**src/rtl/uart_pkg.sv**
```systemverilog
// Shared UART definitions used by both the receiver and the transmitter.
package uart_pkg;

  localparam int OS_TICKS    = 16;
  localparam int START_MID   = 7;
  localparam int DBITS_DEF   = 8;
  localparam int SB_TICK_DEF = 16;

  typedef enum logic [2:0] {
    ST_IDLE,
    ST_START,
    ST_DATA,
    ST_PARITY,
    ST_STOP
  } rx_state_e;

endpackage

```
**src/rtl/uart_sync_2ff.sv**
```systemverilog
// Two-flop synchroniser for asynchronous serial-side inputs.
// Both flops reset to 1 so that an idle line reads as idle during reset.
module uart_sync_2ff (
  input  logic clk_sys,
  input  logic rst_b,
  input  logic d,
  output logic q
);

  logic meta_q;
  logic sync_q;

  // Shift the raw input through two flops to settle any metastability.
  always_ff @(posedge clk_sys or negedge rst_b) begin
    if (!rst_b) begin
      meta_q <= 1'b1;
      sync_q <= 1'b1;
    end else begin
      meta_q <= d;
      sync_q <= meta_q;
    end
  end

  assign q = sync_q;

endmodule

```
**src/rtl/uart_receiver.sv**
```systemverilog
// UART receive stage: deserialises one frame per start edge using the
// 16x oversampling tick. Optional parity checking is built in when
// UART_RX_PARITY_CHECK_EN is defined; otherwise parity_err is tied 0.
//
// state     | meaning
// ----------+------------------------------------------------------
// ST_IDLE   | line idle, waiting for rx_s to fall
// ST_START  | counting to mid start bit; line high there = glitch
// ST_DATA   | sampling DBITS data bits, LSB first, every 16 ticks
// ST_PARITY | sampling the parity bit (parity build only)
// ST_STOP   | counting out the stop time, then publishing results
import uart_pkg::*;

module uart_receiver #(
  parameter int DBITS   = DBITS_DEF,
  parameter int SB_TICK = SB_TICK_DEF
`ifdef UART_RX_PARITY_CHECK_EN
  , parameter bit PARITY_ODD = 1'b0
`endif
) (
  input  logic             clk_100MHz,
  input  logic             reset,
  input  logic             rx,
  input  logic             sample_tick,
  output logic             rx_done_tick,
  output logic [DBITS-1:0] dout,
  output logic             frame_err,
  output logic             parity_err
);

  localparam int NW = (DBITS > 1) ? $clog2(DBITS) : 1;
  localparam logic [NW-1:0] N_LAST     = NW'(DBITS - 1);
  localparam logic [4:0]    S_MID      = 5'(START_MID);
  localparam logic [4:0]    S_BIT_END  = 5'(OS_TICKS - 1);
  localparam logic [4:0]    S_STOP_END = 5'(SB_TICK - 1);

  logic             rx_s;
  rx_state_e        state_q, state_d;
  logic [4:0]       s_q, s_d;
  logic [NW-1:0]    n_q, n_d;
  logic [DBITS-1:0] b_q, b_d;
  logic [DBITS-1:0] dout_q, dout_d;
  logic             done_q, done_d;
  logic             ferr_q, ferr_d;
`ifdef UART_RX_PARITY_CHECK_EN
  logic             p_q, p_d;
  logic             perr_q, perr_d;
`endif

  uart_sync_2ff u_sync_rx (
    .clk_sys (clk_100MHz),
    .rst_b   (reset),
    .d       (rx),
    .q       (rx_s)
  );

  // Next-state and datapath decode; counters only move on sample ticks.
  always_comb begin
    state_d = state_q;
    s_d     = s_q;
    n_d     = n_q;
    b_d     = b_q;
    dout_d  = dout_q;
    done_d  = 1'b0;
    ferr_d  = ferr_q;
`ifdef UART_RX_PARITY_CHECK_EN
    p_d     = p_q;
    perr_d  = perr_q;
`endif
    case (state_q)
      ST_IDLE: begin
        if (!rx_s) begin
          state_d = ST_START;
          s_d     = 5'd0;
        end
      end
      ST_START: begin
        if (sample_tick) begin
          if (s_q == S_MID) begin
            if (!rx_s) begin
              state_d = ST_DATA;
              s_d     = 5'd0;
              n_d     = '0;
            end else begin
              state_d = ST_IDLE;
            end
          end else begin
            s_d = s_q + 5'd1;
          end
        end
      end
      ST_DATA: begin
        if (sample_tick) begin
          if (s_q == S_BIT_END) begin
            s_d = 5'd0;
            b_d = {rx_s, b_q[DBITS-1:1]};
            if (n_q == N_LAST) begin
`ifdef UART_RX_PARITY_CHECK_EN
              state_d = ST_PARITY;
`else
              state_d = ST_STOP;
`endif
            end else begin
              n_d = n_q + 1'b1;
            end
          end else begin
            s_d = s_q + 5'd1;
          end
        end
      end
`ifdef UART_RX_PARITY_CHECK_EN
      ST_PARITY: begin
        if (sample_tick) begin
          if (s_q == S_BIT_END) begin
            p_d     = rx_s;
            s_d     = 5'd0;
            state_d = ST_STOP;
          end else begin
            s_d = s_q + 5'd1;
          end
        end
      end
`endif
      ST_STOP: begin
        if (sample_tick) begin
          if (s_q == S_STOP_END) begin
            state_d = ST_IDLE;
            done_d  = 1'b1;
            dout_d  = b_q;
            ferr_d  = ~rx_s;
`ifdef UART_RX_PARITY_CHECK_EN
            perr_d  = ((^b_q) ^ p_q) != PARITY_ODD;
`endif
          end else begin
            s_d = s_q + 5'd1;
          end
        end
      end
      default: state_d = ST_IDLE;
    endcase
  end

  // State, counters and registered outputs; reset aborts any frame.
  always_ff @(posedge clk_100MHz or negedge reset) begin
    if (!reset) begin
      state_q <= ST_IDLE;
      s_q     <= 5'd0;
      n_q     <= '0;
      b_q     <= '0;
      dout_q  <= '0;
      done_q  <= 1'b0;
      ferr_q  <= 1'b0;
`ifdef UART_RX_PARITY_CHECK_EN
      p_q     <= 1'b0;
      perr_q  <= 1'b0;
`endif
    end else begin
      state_q <= state_d;
      s_q     <= s_d;
      n_q     <= n_d;
      b_q     <= b_d;
      dout_q  <= dout_d;
      done_q  <= done_d;
      ferr_q  <= ferr_d;
`ifdef UART_RX_PARITY_CHECK_EN
      p_q     <= p_d;
      perr_q  <= perr_d;
`endif
    end
  end

  assign rx_done_tick = done_q;
  assign dout         = dout_q;
  assign frame_err    = ferr_q;
`ifdef UART_RX_PARITY_CHECK_EN
  assign parity_err   = perr_q;
`else
  assign parity_err   = 1'b0;
`endif

endmodule

```
**config.mk**
```make
export PLATFORM = sky130hd
export DESIGN_NAME = uart_receiver
export DESIGN_NICKNAME = d
export VERILOG_FILES = /design/src/rtl/uart_pkg.sv /design/src/rtl/uart_sync_2ff.sv /design/src/rtl/uart_receiver.sv
export SDC_FILE = /design/constraint.sdc
export NUM_CORES = 1
export LEC_CHECK = 0
export BUFFER_PORTS_ARGS = -buffer_cell sky130_fd_sc_hd__buf_4
export CAP_MARGIN = 10
export CORE_ASPECT_RATIO = 0.7
export CORE_MARGIN = 1.5
export CORE_UTILIZATION = 36
export CTS_CLUSTER_DIAMETER = 80
export DETAILED_ROUTE_END_ITERATION = 10
export GPL_TIMING_DRIVEN = 0
export REMOVE_ABC_BUFFERS = 1
export SLEW_MARGIN = 5
export SYNTH_ARGS = -nofsm -noshare
export SYNTH_HDL_FRONTEND = slang
export SYNTH_SLANG_ARGS = --single-unit
export TNS_END_PERCENT = 50
```
**constraint.sdc**
```tcl
create_clock -name clk_100MHz -period 2.02 [get_ports clk_100MHz]
set_input_delay 0.202 -clock clk_100MHz [delete_from_list [all_inputs] [get_ports clk_100MHz]]
set_output_delay 0.202 -clock clk_100MHz [all_outputs]
set_load 0.05 [all_outputs]
```
==> impl_metrics.toml <==
[yosys]
synth_largest_type_area_fraction_pct = 46.0
post_synth_instance_area_um2 = 1580
yosys.cell_types.count = 44
synth.avg_cell_area_um2 = 10.5
post_synth_main_area_contributors = "sky130_fd_sc_hd__dfrtp_1, sky130_fd_sc_hd__nand2_1, sky130_fd_sc_hd__mux2_2"
post-synth-top-area-cell = "sky130_fd_sc_hd__dfrtp_1"
synth_cells = 150
warnings_from_yosys = 0
async_flop_share_pct = 100
synth.most_common_cell = "sky130_fd_sc_hd__nand2_1"
synthFlopType = "sky130_fd_sc_hd__dfrtp_1"
sequential_cell_area_fraction_in_the_yosys_report_pct = 49.3
synth-seq-cells = 31
ys_top_cells_by_count = "sky130_fd_sc_hd__nand2_1, sky130_fd_sc_hd__dfrtp_1, sky130_fd_sc_hd__mux2_2, sky130_fd_sc_hd__inv_1, sky130_fd_sc_hd__nor2_1"
synth_enable_flop_cells = 0

[worst_setup_path]
worstSetupPathType = "reg -> reg"
cp-end-kind = "flop"
critical_path.max_fanout = 8
critical_path_at_ns = 2.13
worstPathRequired_ns = 2.18
timing.critical_path.from_type = "flop"

[route]
route.vias.total = 1099
postRouteWirelength_mm = 2.90
dr.pass1.iters = 4
drtIter0Drc = 101
wire_per_inst_um = 13.5
postRouteAntennaNets = 0
avgViaCountPerCell = 5.11
drt_drc_violations_left = 0

[floorplanning]
top_level_ports = 15
initial_utilization_pct = 38.8
die_area_um2 = 4800
core-area_um2 = 4070
rows = 19
fp.dieW_um = 82.1
die_height_um = 58.4

[power_and_ir_drop]
power_leakage_nw = 0.895
design_power_total_mw = 1.62
cellPowerDensity_nw_per_um2 = 894
max-vdd-ir-drop_v = 0.000398

[clocking]
clock_path_buffers = 2
clk_transition_reported_paths_ns = 0.06
clock-root-buffer = "sky130_fd_sc_hd__clkbuf_8"
clock_buffer_count_from_cts = 5
skew_pair_late_insertion_delay_ns = 0.28
clock-sinks = 31
tritoncts = "yes"
ctsHtreeMaxLevel = 2

[sta]
clock_skew_ns = 0.00805
final_critical_path_setup_slack_ns = 0.0499
finalWorstPathRequiredPeriod_ns = 1.97
clock.fmax_mhz = 508
timing_max_transition_violations_final = 0
max_slew_margin_pct = 62.2
setup-tns-final_ns = 0
setup-violations-final = 0
worst-slew-pin-transition_ns = 0.566
post-route-period-util_pct = 97.5
finalHoldViolations = 0
worst_hold_slack_ns = 0.0307

[finish]
diodes = 0
area.growth.synth_to_final_pct = 15.1
finish.cell_count_without_fillers = 215
layout.core_utilization_pct = 44.7
final_net_count = 172
n_fill_cell = 382
share_of_cells_above_drive_strength_1_pct = 29.4
post-route-cell-area_um2 = 1820

[place]
pre_cts_ws_ns = -0.271
place.gp.congestion = 0.794
dp.final_hpwl_mm = 1.93
placed_cells_incl_taps = 206
port-buffer-count = 13
placed_area_um2 = 1680

[grt]
gr-usage-all-layers_pct = 14.4
wire_length_of_the_first_global_routing_pass_mm = 5.03
global_route.overflow_total = 0
grt_pass1_vias = 1035
maximum_number_of_pins_on_one_net_before_global_route_repair = 32
antenna_found_initial = 0

[worst_hold_path]
hold_path.class = "in -> reg"

[run]
cap_viol_max_count = 0

[outcome]
run_status = "finished, final reports clean"
-- final timing paths --
| check | end | depth (start not counted) | slack, ns | startpoint |
|---|---|---|---|---|
| min | u_sync_rx.meta_q | 1 | 0.03 | rx |
| min in group asynchronous | state_q[0] | 2 | 0.39 | reset |
| max in group asynchronous | u_sync_rx.q | 2 | 1.30 | reset |
| max | s_q[0] | 7 | 0.05 | s_q[0] |
| max reg2reg | s_q[0] | 7 | 0.05 | s_q[0] |
| min reg2reg | u_sync_rx.q | 0 | 0.36 | u_sync_rx.meta_q |
-- registers in the layout, indices dropped and copies added, names as in the netlist --
name / flops
u_sync_rx.meta_q: 1
state_q: 3
n_q: 3
s_q: 5
frame_err: 1
u_sync_rx.q: 1
b_q: 8
rx_done_tick: 1
dout: 8
-- area by class of cell --
class | instances | area (um2) | share of cell area (%)
clock inverter | 1 | 5.00 | 0.275
sequential | 31 | 779 | 42.9
tap | 52 | 65.1 | 3.58
clock buffer | 6 | 82.6 | 4.55
multi-input combinational | 103 | 743 | 40.9
inverter | 7 | 26.3 | 1.45
timing repair buffer | 15 | 115 | 6.34
-- where the power goes --
group          leakage [nW]  internal [mW]  total (mW)  switching [mW]
clock                0.0470          0.267       0.487           0.220
sequential            0.408          0.697       0.792          0.0943
combinational         0.440          0.185       0.346           0.161
total                 0.895           1.15        1.62           0.476
-- cell families (layout without fill, tap and decap cells) --
group,count (synthesis),count (layout),share of synthesized area [%]
compound gates,23,23,11.2
buf+inv,16,29,5.47
other cells,1,1,0.238
flops,31,31,49.3
mux,12,12,8.64
fa+ha+maj,5,5,3.97
simple gates,62,62,21.2
-- critical path, stage by stage, from the launching register on --
cell and delay, ns:
sky130_fd_sc_hd__dfrtp_1 0.40, sky130_fd_sc_hd__ha_2 0.21, sky130_fd_sc_hd__and3_2 0.24, sky130_fd_sc_hd__ha_4 0.19, sky130_fd_sc_hd__nor3_2 0.21, sky130_fd_sc_hd__a21oi_2 0.08, sky130_fd_sc_hd__a41o_2 0.26, sky130_fd_sc_hd__mux2_2 0.26
-- per-layer routing --
metal	up-vias	share of wire [%]	wire length [um]	global-route usage (%)
met1	545	50	1460	20.1
met4	0	1.5	42	6.54
li1	539	-	-	-
met5	-	0	0	0
met3	4	2.2	64	4.65
met2	11	46	1330	20.4
-- layout by cell type, fill, tap and decap left out, drive strengths merged --
cell	netlist	routed
nand4b	1	1
dfstp	2	2
o21ai	6	6
nand2b	3	3
and3b	1	1
dlygate4sd3	0	1
and4bb	1	1
conb	1	1
mux2i	2	2
o32ai	2	2
nor4b	1	1
clkbuf	2	6
nor2b	4	4
mux2	10	10
clkinv	1	2
buf	7	14
nand3b	2	2
inv	6	6
a21oi	5	5
nor4	1	1
a211o	1	1
nand3	2	2
a211oi	1	1
dfrtp	29	29
a41o	1	1
and3	3	3
nand2	32	32
o21a	1	1
nor3	5	5
o41a	1	1
ha	5	5
nor2	6	6
a22o	2	2
a21bo	1	1
o31ai	2	2
-- what timing repair did --
action                                  CTS  global route
endpoints found under the setup margin   14            12
hold buffers                              1             0
hold endpoints to repair                 29             0
setup buffers                             1             0
pin swaps                                 1             0
gates resized for setup                   3             5
(Power assumes the default switching activity.)
